$ cat src/rtl/pr_bus_arbiter.sv
// pr_bus_arbiter: shares the 0x7F00-0x7F43 peripheral bus between M0 (CPU) and M1 (DMA/debug),
// with per-region wait states. Optional macro ARB_FIXED_PRIO_EN makes M0 win every simultaneous request.
module pr_bus_arbiter #(
    parameter logic [3:0] WAIT_UART = 4'd2,
    parameter logic [3:0] WAIT_DEF  = 4'd0
) (
    input  logic        clk,
    input  logic        reset_n,
    input  logic        m0_req,
    input  logic        m0_we,
    input  logic [31:0] m0_addr,
    input  logic [31:0] m0_wd,
    output logic        m0_ack,
    output logic        m0_err,
    input  logic        m1_req,
    input  logic        m1_we,
    input  logic [31:0] m1_addr,
    input  logic [31:0] m1_wd,
    output logic        m1_ack,
    output logic        m1_err,
    output logic [31:0] rd,
    output logic        bus_we,
    output logic [31:0] bus_addr,
    output logic [31:0] bus_wd,
    input  logic [31:0] bus_rd,
    output logic        busy
);

    localparam logic [1:0] ST_IDLE   = 2'd0;
    localparam logic [1:0] ST_ACCESS = 2'd1;
    localparam logic [1:0] ST_DONE   = 2'd2;

    function automatic logic addr_mapped(input logic [31:0] a);
        addr_mapped = (a >= 32'h0000_7F00) && (a <= 32'h0000_7F43);
    endfunction

    function automatic logic addr_uart(input logic [31:0] a);
        addr_uart = (a >= 32'h0000_7F10) && (a <= 32'h0000_7F2B);
    endfunction

    // Unmapped addresses take no wait states so the error returns as fast as possible.
    function automatic logic [3:0] region_wait(input logic [31:0] a);
        if (!addr_mapped(a)) begin
            region_wait = 4'd0;
        end else if (addr_uart(a)) begin
            region_wait = WAIT_UART;
        end else begin
            region_wait = WAIT_DEF;
        end
    endfunction

    logic [1:0]  state_q, state_d;
    logic [3:0]  cnt_q, cnt_d;
    logic        owner_q, owner_d;
    logic        we_q, we_d;
    logic        map_q, map_d;
    logic [31:0] bus_addr_q, bus_addr_d;
    logic [31:0] bus_wd_q, bus_wd_d;
    logic        bus_we_q, bus_we_d;
    logic [31:0] rd_q, rd_d;
    logic        m0_ack_q, m0_ack_d;
    logic        m1_ack_q, m1_ack_d;
    logic        m0_err_q, m0_err_d;
    logic        m1_err_q, m1_err_d;
    logic        busy_q, busy_d;
`ifndef ARB_FIXED_PRIO_EN
    logic        rr_ptr_q, rr_ptr_d;
`endif

    logic        grant_s;
    logic        pick_s;
    logic        sel_we_s;
    logic [31:0] sel_addr_s;
    logic [31:0] sel_wd_s;
    logic [3:0]  sel_wait_s;
    logic        sel_map_s;

    // Owner selection among the current requesters.
    always_comb begin
        grant_s = m0_req | m1_req;
        if (m0_req && m1_req) begin
`ifdef ARB_FIXED_PRIO_EN
            pick_s = 1'b0;
`else
            pick_s = rr_ptr_q;
`endif
        end else if (m1_req) begin
            pick_s = 1'b1;
        end else begin
            pick_s = 1'b0;
        end
    end

    assign sel_we_s   = pick_s ? m1_we   : m0_we;
    assign sel_addr_s = pick_s ? m1_addr : m0_addr;
    assign sel_wd_s   = pick_s ? m1_wd   : m0_wd;
    assign sel_wait_s = region_wait(sel_addr_s);
    assign sel_map_s  = addr_mapped(sel_addr_s);

    // Next-state logic; bus_we is precomputed so its register is high only in the last ACCESS cycle.
    always_comb begin
        state_d    = state_q;
        cnt_d      = cnt_q;
        owner_d    = owner_q;
        we_d       = we_q;
        map_d      = map_q;
        bus_addr_d = bus_addr_q;
        bus_wd_d   = bus_wd_q;
        bus_we_d   = 1'b0;
        rd_d       = rd_q;
        m0_ack_d   = 1'b0;
        m1_ack_d   = 1'b0;
        m0_err_d   = 1'b0;
        m1_err_d   = 1'b0;
`ifndef ARB_FIXED_PRIO_EN
        rr_ptr_d   = rr_ptr_q;
`endif
        case (state_q)
            ST_IDLE: begin
                if (grant_s) begin
                    state_d    = ST_ACCESS;
                    owner_d    = pick_s;
                    we_d       = sel_we_s;
                    map_d      = sel_map_s;
                    bus_addr_d = sel_addr_s;
                    bus_wd_d   = sel_wd_s;
                    cnt_d      = sel_wait_s;
                    bus_we_d   = sel_we_s & sel_map_s & (sel_wait_s == 4'd0);
`ifndef ARB_FIXED_PRIO_EN
                    rr_ptr_d   = ~pick_s;
`endif
                end else begin
                    state_d = ST_IDLE;
                end
            end
            ST_ACCESS: begin
                if (cnt_q != 4'd0) begin
                    cnt_d    = cnt_q - 4'd1;
                    bus_we_d = we_q & map_q & (cnt_q == 4'd1);
                end else begin
                    state_d = ST_DONE;
                    rd_d    = map_q ? bus_rd : 32'hFFFF_FFFF;
                    if (owner_q) begin
                        m1_ack_d = 1'b1;
                        m1_err_d = ~map_q;
                    end else begin
                        m0_ack_d = 1'b1;
                        m0_err_d = ~map_q;
                    end
                end
            end
            ST_DONE: begin
                state_d = ST_IDLE;
            end
            default: begin
                state_d = ST_IDLE;
            end
        endcase
        busy_d = (state_d != ST_IDLE);
    end

    // State and output registers.
    always_ff @(posedge clk or negedge reset_n) begin
        if (!reset_n) begin
            state_q    <= ST_IDLE;
            cnt_q      <= 4'd0;
            owner_q    <= 1'b0;
            we_q       <= 1'b0;
            map_q      <= 1'b0;
            bus_addr_q <= 32'h0000_0000;
            bus_wd_q   <= 32'h0000_0000;
            bus_we_q   <= 1'b0;
            rd_q       <= 32'h0000_0000;
            m0_ack_q   <= 1'b0;
            m1_ack_q   <= 1'b0;
            m0_err_q   <= 1'b0;
            m1_err_q   <= 1'b0;
            busy_q     <= 1'b0;
`ifndef ARB_FIXED_PRIO_EN
            rr_ptr_q   <= 1'b0;
`endif
        end else begin
            state_q    <= state_d;
            cnt_q      <= cnt_d;
            owner_q    <= owner_d;
            we_q       <= we_d;
            map_q      <= map_d;
            bus_addr_q <= bus_addr_d;
            bus_wd_q   <= bus_wd_d;
            bus_we_q   <= bus_we_d;
            rd_q       <= rd_d;
            m0_ack_q   <= m0_ack_d;
            m1_ack_q   <= m1_ack_d;
            m0_err_q   <= m0_err_d;
            m1_err_q   <= m1_err_d;
            busy_q     <= busy_d;
`ifndef ARB_FIXED_PRIO_EN
            rr_ptr_q   <= rr_ptr_d;
`endif
        end
    end

    assign m0_ack   = m0_ack_q;
    assign m0_err   = m0_err_q;
    assign m1_ack   = m1_ack_q;
    assign m1_err   = m1_err_q;
    assign rd       = rd_q;
    assign bus_we   = bus_we_q;
    assign bus_addr = bus_addr_q;
    assign bus_wd   = bus_wd_q;
    assign busy     = busy_q;

endmodule

$ cat config.mk
export PLATFORM = sky130hd
export DESIGN_NAME = pr_bus_arbiter
export DESIGN_NICKNAME = d
export VERILOG_FILES = /design/src/rtl/pr_bus_arbiter.sv
export SDC_FILE = /design/constraint.sdc
export NUM_CORES = 1
export LEC_CHECK = 0
export CELL_PAD_IN_SITES_DETAIL_PLACEMENT = 1
export CELL_PAD_IN_SITES_GLOBAL_PLACEMENT = 2
export CORE_MARGIN = 2
export CORE_UTILIZATION = 24
export CTS_BUF_LIST = sky130_fd_sc_hd__clkbuf_16
export CTS_CLUSTER_SIZE = 40
export DETAILED_ROUTE_END_ITERATION = 8
export GPL_ROUTABILITY_DRIVEN = 0
export PLACE_DENSITY = 0.87
export SKIP_CTS_REPAIR_TIMING = 1
export SYNTH_ARGS = -nofsm -noshare
export SYNTH_HDL_FRONTEND = slang
export SYNTH_SLANG_ARGS = --single-unit
$ cat constraint.sdc
create_clock -name clk -period 3.2 [get_ports clk]
set_clock_uncertainty 0.05 [all_clocks]
set_input_delay 0.48 -clock clk [delete_from_list [all_inputs] [get_ports clk]]
set_output_delay 0.48 -clock clk [all_outputs]
set_load 0.03 [all_outputs]
==> impl_results.md, run 1 <==
* Pwr Total at 8.07 mW
* Die height at 150 um
* CTS buffer count at 9
* HP Class: in -> async
* Share of cells above drive strength 1 at 3.85%
* Reg-to-reg endpoint: bus_addr[5]$_DFFE_PN0P_
* Fill count at 2421
* Share of the synthesized area in the top cell type at 54.6%
* Clock Sinks at 112
* Max Transition Viols Final at 0
* CP required at 3.35 ns
* Leak Pwr at 3.53 nW
* Full die area at 22600 um2
* Critical Path Start: m1_req
* Synth Flop Type: dfrtp_1
* Routed Wire Length at 17800 um
* Initial DRT Pass Iterations at 4
* Area of the core at 21000 um2
* R2r setup slk at 1.21 ns
* Layout Nets at 969
* Drt wl/cell at 16.5 um
* Relative slew slack at 30.2%
* Outcome: finished, final reports clean
* GRT Util Overall at 15.6%
* Setup Viol. Count Final at 0
* Met1 usage at 19.3%
* HPWL Detailed at 13600 um
* Worst R2R Start: rr_ptr_q$_DFFE_PN0P_
* Buffers on Ports at 267
* Finished Core Util at 39.9%
* CTS H-tree depth at 3
* Area grow syn2layout at 63.3%
* Most frequent cell after synthesis: nand2_1
* Hold slack at 0.0462 ns
* Area occupied by multi-input gates at 2170 um2
* R2R cell count at 5
* # DRC at 0
* Rows at 53
* Fraction of registers with async set/reset at 100%
* TritonCTS clock tree: yes
* Vias at 4863
* Worst-path clk slew at 0.08 ns
* Final min period at 2.18 ns
* Worst Setup EP: bus_addr[5]$_DFFE_PN0P_
* Vias in the first global route at 5110
* Syn_nets at 721
* Final-report hold violation count at 0
* Crit. End Element: flip-flop
* First-pass GRT wire length at 27600 um
* Leading area contributor after synthesis: dfrtp_1
* Maxcap violations at 0
* Grt peak-use layer: met2
* Antenna Nets Post-Route at 0
* Diodes inserted at 0
* Clock latency on the worst-skew pair at 0.35 ns
* CP Data Arrival Time at 2.33 ns
* Largest net degree at the start of global routing at 71
* Synth warn at 0
* Final setup TNS at 0 ns
* EDFF count, synth at 0
* Sequential element share of the synthesized area at 54.6%
* Peak supply drop at 0.000866 V
* Top cells by count, synth: nand2_1, dfrtp_1, o21ai_0, nor2_1, mux2i_1
* Root buffer cell: clkbuf_16
* Chip Width at 150 um
* Placed Area at 8110 um2
* Syn Inst Count at 552
* Vias per std cell at 4.50
* Worst slew pin tran at 1.05 ns
* Initial antenna violation count at 0
* Area occupied by registers at 2800 um2
* Yosys reg bits at 112
* Gr ovfl total at 0
* Maximum clock path buffer count at 2
* Initial Util at 24.4%
* Critical Setup Path Class: in -> reg
* Initial DRC count at 145
* Fin area at 8380 um2
* RSZ-0062 raised after global routing: false
* Power Density at 962 nW/um2
* Final period utilization at 68.0%
* IO Pins at 268
* Setup crit start kind: input pin
* Fmax at 0.459 GHz
* Synth top area cells: dfrtp_1, nand2_1, mux2i_1
* Synthesized area per cell at 9.30 um2
* Unique cell type count in the Yosys netlist at 36
* GR Layer Usage met2 at 25.9%
* CP Max Fanout at 35
* Post-Synthesis Cell Area at 5130 um2
* Met3 Use GR at 5.97%
==> registers in the layout (all words and copies together) (netlist names), 2 cells and up <==
register and count:
cnt_q 4, bus_addr 32, bus_wd 32, rd 32, state_q 2
==> power by group <==
| group | internal (mW) | switching, mW |
|---|---|---|
| clock | 0.532 | 0.546 |
| combinational | 1.81 | 2.69 |
| sequential | 2.12 | 0.368 |
==> cells in the final DEF, fill, tap and decap left out, types with 2 or more instances in the layout <==
master           count
or3_1                2
nor4bb_1             3
nand2_1            134
clkinv_1             2
clkbuf_16            9
o21ai_0             61
buf_12               3
dfrtp_1            112
nor2_1              40
mux2i_1             33
a2111oi_2            2
a31oi_1             32
nor2b_1             32
nor4_1               9
nand2b_1             2
o41a_1               2
ha_1                 3
and4b_1              2
clkinv_4             3
clkdlybuf4s50_1    266
nand4_1              5
xnor2_1              2
inv_1                7
nor3_1               2
a21oi_1              4
nand3_1              3
buf_4                6
o21ai_1             10
==> final cells by class <==
class                      count  share of cell area (%)
clock buffer                   9                    2.69
clock inverter                 7                   0.582
inverter                       6                   0.269
multi-input combinational    396                    25.9
sequential                   112                    33.4
tap                          275                    4.11
timing repair buffer         275                    33.0
==> through the flow <==
step           cells  setup WS [ns]
5_1_grt         1080          0.905
3_3_place_gp    1064          0.652
6_report        1080           1.02
2_1_floorplan    552           1.48
4_1_cts         1080          0.973
3_5_place_dp    1064          0.554
==> routing by layer <==
metal | part of all wire, % | up-vias | wire length (um)
met1 | 43 | 2307 | 7680
met3 | 9.1 | 15 | 1620
met5 | 0 | - | 0
li1 | - | 2374 | -
met4 | 1.2 | 0 | 216
met2 | 47 | 167 | 8310
==> logic make-up after synthesis <==
kind of cell,count (synthesis),share of synthesized area (%)
adder cells (fa/ha/maj),3,0.731
AND/OR/NAND/NOR,240,21.1
buffers and inverters,44,3.44
multiplexers,33,6.44
XOR/XNOR,2,0.341
flip-flops,112,54.6
AO/OA/AOI/OAI,118,13.4
==> critical path: stages <==
cell,delay (ns)
clkdlybuf4s50_1,0.61
and2_2,0.48
buf_4,0.44
mux2i_1,0.23
o21ai_0,0.09
==> worst min-delay path by stage <==
stage / from / slack, ns / end
6_report: reset_n / 0.05 / bus_addr[28]$_DFFE_PN0P_
5_1_grt: reset_n / 0.08 / bus_addr[28]$_DFFE_PN0P_
4_1_cts: reset_n / 0.06 / bus_addr[26]$_DFFE_PN0P_
3_5_place_dp: bus_addr[18]$_DFFE_PN0P_ / 0.42 / bus_addr[18]$_DFFE_PN0P_
3_3_place_gp: rd[30]$_DFFE_PN0P_ / 0.41 / rd[30]$_DFFE_PN0P_
2_1_floorplan: reset_n / 0.13 / bus_addr[0]$_DFFE_PN0P_
Power figures use the tool's default switching activity.
==> inputs of run 2 (changes only) <==
--- a/config.mk
+++ b/config.mk
@@ -8,12 +8,12 @@
 export CELL_PAD_IN_SITES_DETAIL_PLACEMENT = 1
 export CELL_PAD_IN_SITES_GLOBAL_PLACEMENT = 2
 export CORE_MARGIN = 2
-export CORE_UTILIZATION = 24
+export CORE_UTILIZATION = 20
 export CTS_BUF_LIST = sky130_fd_sc_hd__clkbuf_16
 export CTS_CLUSTER_SIZE = 40
 export DETAILED_ROUTE_END_ITERATION = 8
 export GPL_ROUTABILITY_DRIVEN = 0
-export PLACE_DENSITY = 0.87
+export PLACE_DENSITY = 0.77
 export SKIP_CTS_REPAIR_TIMING = 1
 export SYNTH_ARGS = -nofsm -noshare
 export SYNTH_HDL_FRONTEND = slang
==> constraint.sdc (replaced) <==
create_clock -name clk -period 1.8 [get_ports clk]
set_clock_uncertainty 0.05 [all_clocks]
set_input_delay 0.27 -clock clk [delete_from_list [all_inputs] [get_ports clk]]
set_output_delay 0.27 -clock clk [all_outputs]
set_load 0.03 [all_outputs]
==> run 2 against run 1 <==
Net effect: die area up 19%; via count up 2.1%; worst hold slack better by 0.31 ns.
==> impl_results.md, run 2 (same netlist as run 1, synthesis figures left out) <==
* Vias at 4966 (+2.1%)
* Worst R2R Start: rr_ptr_q$_DFFE_PN0P_
* Peak supply drop at 0.000674 V (-22%)
* CTS H-tree depth at 3 (unchanged)
* Power Density at 1660 nW/um2 (+72%)
* Fin area at 8890 um2 (+6.1%)
* GR Layer Usage met2 at 22.1% (-3.8 points)
* Met1 usage at 17.1% (-2.2 points)
* Commonest cells after routing, fill and taps aside: clkdlybuf4s50_1, nand2_1, dfrtp_1, o21ai_0, nor2_1
* Clock latency on the worst-skew pair at 0.36 ns (about the same)
* Reg-to-reg endpoint: bus_we$_DFF_PN0_
* Grt peak-use layer: met2
* Worst-path clk slew at 0.09 ns (about the same)
* Relative slew slack at 67.8% (+38 points)
* Met3 Use GR at 4.29% (-1.7 points)
* Pwr Total at 14.7 mW (+83%)
* Gr ovfl total at 0 (unchanged)
* Slowest cell on crit path: clkdlybuf4s50_1
* Maxcap violations at 0 (unchanged)
* HP Class: in -> async
* # DRC at 0 (unchanged)
* R2R cell count at 6 (+1)
* Largest net degree at the start of global routing at 69 (-2.8%)
* Clock Sinks at 112 (unchanged)
* CP max stage delay at 0.70 ns (+0.09 ns)
* Root buffer cell: clkbuf_16
* Initial DRC count at 199 (+37%)
* Ordered cell list for the critical path: clkdlybuf4s50_1
* Commonest non-fill, non-tap cell in the layout: clkdlybuf4s50_1
* Antenna Nets Post-Route at 0 (unchanged)
* R2r setup slk at 0.14 ns (-1.07 ns)
* Final min period at 1.74 ns
* Full die area at 27000 um2 (+19%)
* Routed Wire Length at 18400 um (+3.3%)
* Crit. End Element: output port
* Drt wl/cell at 15.8 um (-4.6%)
* Initial DRT Pass Iterations at 4 (unchanged)
* CTS buffer count at 9 (unchanged)
* Worst slew pin tran at 0.483 ns (-0.563 ns)
* Diodes inserted at 0 (unchanged)
* Area of the core at 25200 um2 (+20%)
* Worst path buffer plus inverter count at 1 (-1)
* Final period utilization at 96.9%
* Initial antenna violation count at 0 (unchanged)
* Placed Area at 8490 um2 (+4.7%)
* Vias in the first global route at 5182 (+1.4%)
* TritonCTS clock tree: yes
* Leak Pwr at 3.86 nW (+9.3%)
* First-pass GRT wire length at 28300 um (+2.5%)
* Critical Setup Path Class: reg -> out
* CP Data Arrival Time at 1.42 ns (-0.91 ns)
* Layout Nets at 1003 (+3.5%)
* Final setup TNS at 0 ns (unchanged)
* Fmax at 0.574 GHz
* Setup Viol. Count Final at 0 (unchanged)
* Die height at 164 um (+9.3%)
* Vias per std cell at 4.25 (-5.7%)
* Chip Width at 164 um (+9.3%)
* Rows at 58 (+9.4%)
* Setup crit start kind: flip-flop
* CP delay by family, top: buffers and inverters
* Outcome: finished, final reports clean
* Area grow syn2layout at 73.2%
* CP Max Fanout at 2 (-94%)
* Setup ws final at 0.0564 ns (-0.967 ns)
* CP required at 1.48 ns (-1.87 ns)
* RSZ-0062 raised after global routing: false
* Buffers on Ports at 267 (unchanged)
* Pre-CTS setup slack at -0.349 ns (-0.903 ns)
* GRT Util Overall at 13.5% (-2.2 points)
* Final-report hold violation count at 0 (unchanged)
* Share of cells above drive strength 1 at 8.46% (+4.6 points)
* Initial Util at 20.4% (-4.0 points)
* Max Transition Viols Final at 0 (unchanged)
* Maximum clock path buffer count at 2 (unchanged)
* Fill count at 2883 (+19%)
* IO Pins at 268 (unchanged)
* HPWL Detailed at 14100 um (+3.8%)
## run 2: cell types whose count changed in the layout (fill, tap and decap cells not counted), moves of 3 or more
cell | before | now
inv_6 | 0 | 3
dlymetal6s2s_1 | 0 | 12
clkdlybuf4s50_1 | 266 | 254
buf_4 | 6 | 33
buf_12 | 3 | 8
## run 2: worst max-delay path by stage
stage	start	endpoint	slack, ns	depth (start not counted)
floorplan	cnt_q[0]$_DFFE_PN0P_	rd[16]$_DFFE_PN0P_	0.14	9
global placement	m0_addr[29]	cnt_q[1]$_DFFE_PN0P_	-0.32	6
detailed placement	m0_addr[29]	cnt_q[1]$_DFFE_PN0P_	-0.35	6
CTS	bus_addr[0]$_DFFE_PN0P_	bus_addr[0]	-0.009	1
global route	rd[31]$_DFFE_PN0P_	rd[31]	0.0009	1
finish	bus_addr[17]$_DFFE_PN0P_	bus_addr[17]	0.06	1
## run 2: metrics by stage
step	hold WS, ns	utilization (%)	std cells
floorplan	-0.0756	-	552
global placement	0.220	33.7	1152
detailed placement	0.219	33.7	1152
CTS	-0.172	34.9	1168
global route	0.393	35.3	1169
finish	0.355	35.3	1169
## run 2: power by group
part	switching, mW	total [mW]	internal [mW]
registers	0.635	4.41	3.77
logic	4.81	8.18	3.37
clock network	1.04	2.15	1.11
total	6.49	14.7	8.25
## run 2: cell type report
class	count	area [um2]	share of cell area [%]
Timing Repair Buffer	309	3120	35.1
Clock buffer	9	225	2.53
Tap cell	330	413	4.64
Clock inverter	7	83.8	0.943
Inverter	6	22.5	0.253
Multi-Input combinational cell	396	2220	25.0
Sequential cell	112	2800	31.5
## run 2: layer usage
layer | vias to the layer above | part of all wire (%)
met1 | 2331 | 43
met4 | 0 | 1.3
li1 | 2447 | -
met3 | 18 | 7.9
met2 | 170 | 47
met5 | - | 0
==> inputs of run 3 (changes only) <==
--- a/config.mk
+++ b/config.mk
@@ -5,12 +5,12 @@
 export SDC_FILE = /design/constraint.sdc
 export NUM_CORES = 1
 export LEC_CHECK = 0
+export ABC_AREA = 1
 export CELL_PAD_IN_SITES_DETAIL_PLACEMENT = 1
 export CELL_PAD_IN_SITES_GLOBAL_PLACEMENT = 2
 export CORE_MARGIN = 2
-export CORE_UTILIZATION = 20
+export CORE_UTILIZATION = 19
 export CTS_BUF_LIST = sky130_fd_sc_hd__clkbuf_16
-export CTS_CLUSTER_SIZE = 40
 export DETAILED_ROUTE_END_ITERATION = 8
 export GPL_ROUTABILITY_DRIVEN = 0
 export PLACE_DENSITY = 0.77
==> run 3 against run 2 <==
Net effect: the flow now finishes with violations (setup timing); register-to-register slack worse by 0.18 ns; fmax down 5.4%; setup slack worse by 0.10 ns; clock power up 9%; area after synthesis up 1.8%; combinational power up 12%; power up 8.4%; via count up 14%; final area up 6.9%; non-clock buffer count up 35; worst hold slack worse by 0.023 ns; sequential share of layout area down 2.0 points; largest cell class unchanged.
==> impl_results.md, run 3 <==
* CP Data Arrival Time at 2.03 ns (+0.61 ns)
* Worst-path clk slew at 0.09 ns (about the same)
* Layout Nets at 1167 (+16%)
* CP required at 1.99 ns (+0.51 ns)
* Drt wl/cell at 16.0 um (+1.3%)
* Synth Flop Type: dfrtp_1
* Final min period at 1.84 ns (+0.0996 ns)
* Leading area contributor after synthesis: dfrtp_1
* Root buffer cell: clkbuf_16
* Initial DRC count at 198 (-0.50%)
* First-pass GRT wire length at 33200 um (+17%)
* Commonest non-fill, non-tap cell in the layout: nand2_1
* Syn_nets at 846 (+17%)
* Rows at 60 (+3.4%)
* CTS buffer count at 9 (unchanged)
* Synthesized area per cell at 7.72 um2 (-17%)
* Syn Inst Count at 677 (+23%)
* Reg-to-reg endpoint: map_q$_DFFE_PN0P_
* Final-report hold violation count at 0 (unchanged)
* Die height at 170 um (+3.4%)
* Pre-CTS setup slack at -0.559 ns (-0.210 ns)
* Top cells by count, synth: nand2_1, dfrtp_1, nand3_1, nor2_1, o21ai_0
* Setup Viol. Count Final at 2 (+2)
* R2R cell count at 13 (+7)
* EDFF count, synth at 0 (unchanged)
* Most frequent cell after synthesis: nand2_1
* Initial antenna violation count at 2 (+2)
* Ordered cell list for the critical path: inv_2, nand2_4, nand2_8, buf_12, o21ai_2, buf_4, buf_4, o21ai_0, nand2_1, a21oi_2, nor2_2, nand2_1, o21ai_1
* Initial Util at 19.4% (-0.99 points)
* Crit. End Element: flip-flop
* Max Transition Viols Final at 0 (unchanged)
* Relative slew slack at 72.7% (+4.9 points)
* TritonCTS clock tree: yes
* Leak Pwr at 4.45 nW (+15%)
* Hold slack at 0.333 ns (-0.0229 ns)
* Setup ws final at -0.0433 ns (-0.0996 ns)
* # DRC at 0 (unchanged)
* Chip Width at 170 um (+3.4%)
* Maximum clock path buffer count at 2 (unchanged)
* Critical Setup Path Class: reg -> reg
* Post-Synthesis Cell Area at 5230 um2 (+1.8%)
* Share of the synthesized area in the top cell type at 53.6% (-0.97 points)
* Area of the core at 27000 um2 (+7.0%)
* RSZ-0062 raised after global routing: true
* Commonest cells after routing, fill and taps aside: nand2_1, clkdlybuf4s50_1, dfrtp_1, buf_4, nand3_1
* Power Density at 1680 nW/um2 (+1.4%)
* Failing checks: setup timing
* Yosys reg bits at 112 (unchanged)
* Area grow syn2layout at 81.9%
* R2r setup slk at -0.04 ns (-0.18 ns)
* Fraction of registers with async set/reset at 100% (unchanged)
* Maxcap violations at 0 (unchanged)
* Largest net degree at the start of global routing at 46 (-33%)
* Clock latency on the worst-skew pair at 0.35 ns (about the same)
* Gr ovfl total at 0 (unchanged)
* Sequential element share of the synthesized area at 53.6% (-0.97 points)
* CTS H-tree depth at 3 (unchanged)
* Slowest cell on crit path: dfrtp_1
* Vias in the first global route at 6071 (+17%)
* HP Class: in -> async
* Synth warn at 0 (unchanged)
* Worst slew pin tran at 0.410 ns (-0.0734 ns)
* Unique cell type count in the Yosys netlist at 27 (-25%)
* Vias at 5673 (+14%)
* Antenna Nets Post-Route at 0 (unchanged)
* HPWL Detailed at 15900 um (+13%)
* CP delay by family, top: buffers and inverters
* Fmax at 0.543 GHz (-5.4%)
* GRT Util Overall at 14.8% (+1.3 points)
* Setup crit start kind: flip-flop
* Final period utilization at 102% (+5.5 points)
* Clock Sinks at 112 (unchanged)
* Full die area at 28800 um2 (+7.0%)
* Vias per std cell at 4.22 (-0.71%)
* Synth top area cells: dfrtp_1, nand2_1, nand3_1
* IO Pins at 268 (unchanged)
* Worst R2R Start: rr_ptr_q$_DFFE_PN0P_
* Peak supply drop at 0.000545 V (-19%)
* Routed Wire Length at 21500 um (+17%)
* CP max stage delay at 0.38 ns (-0.32 ns)
* Buffers on Ports at 267 (unchanged)
* CP Max Fanout at 11 (+9)
* Initial DRT Pass Iterations at 4 (unchanged)
* Share of cells above drive strength 1 at 14.9% (+6.4 points)
* Final setup TNS at -0.0814 ns (-0.0814 ns)
* Outcome: complete, but fails checks
* Worst path buffer plus inverter count at 4 (+3)
[run 3: cell types whose count changed after synthesis, sizes merged, moves of 3 or more]
cell,change
nand2,+152
clkbuf,-7
nand4,-5
nor2b,-32
nor4bb,-3
nor2,+19
nand3,+57
o21ai,-18
a31oi,-12
nor4,-8
buf,+3
inv,+28
mux2i,-33
[run 3: worst max path at each step]
stage	start	to	slack, ns	depth (start not counted)
final	rr_ptr_q$_DFFE_PN0P_	map_q$_DFFE_PN0P_	-0.04	13
after global routing	rr_ptr_q$_DFFE_PN0P_	cnt_q[1]$_DFFE_PN0P_	-0.17	15
after floorplan	cnt_q[0]$_DFFE_PN0P_	rd[22]$_DFFE_PN0P_	0.13	8
after global placement	m0_req	bus_we$_DFF_PN0_	-0.58	14
after CTS	m0_req	bus_we$_DFF_PN0_	-0.18	14
after detailed placement	m0_req	bus_we$_DFF_PN0_	-0.56	14
[run 3: cells by family after synthesis]
logic type | synth area share (%)
simple gates | 31.3
flops | 53.6
compound gates | 8.41
buf+inv | 5.56
fa+ha+maj | 0.718
xor+xnor | 0.335
[run 3: metal layers]
layer  GRT usage, %  wire length (um)  part of all wire (%)
met3           4.91              1770                   8.2
met4           3.46               199                  0.93
met1           18.4              9420                    44
met5              0                12                 0.056
met2           24.8             10100                    47
[run 3: layout make-up]
type                       count  area (um2)
fill                        3153       17400
antenna                        1        2.50
tap                          341         427
timing repair buffer         344        3450
inverter                      35         131
clock buffer                   9         225
sequential                   112        2800
multi-input combinational    496        2360
clock inverter                 7         109
[run 3: stage by stage]
stage	std cells	total power, mW	utilization [%]	cell area, um2
final	1345	16.0	35.3	9510
after global routing	1344	17.2	35.3	9500
after CTS	1335	16.0	33.9	9140
after detailed placement	1319	13.6	32.7	8800
after global placement	1319	13.4	32.7	8800
after floorplan	677	9.24	-	5230
[run 3: power breakdown]
part	internal, mW	switching (mW)	total, mW
clock network	1.26	1.08	2.34
registers	3.77	0.676	4.44
logic	3.82	5.38	9.20
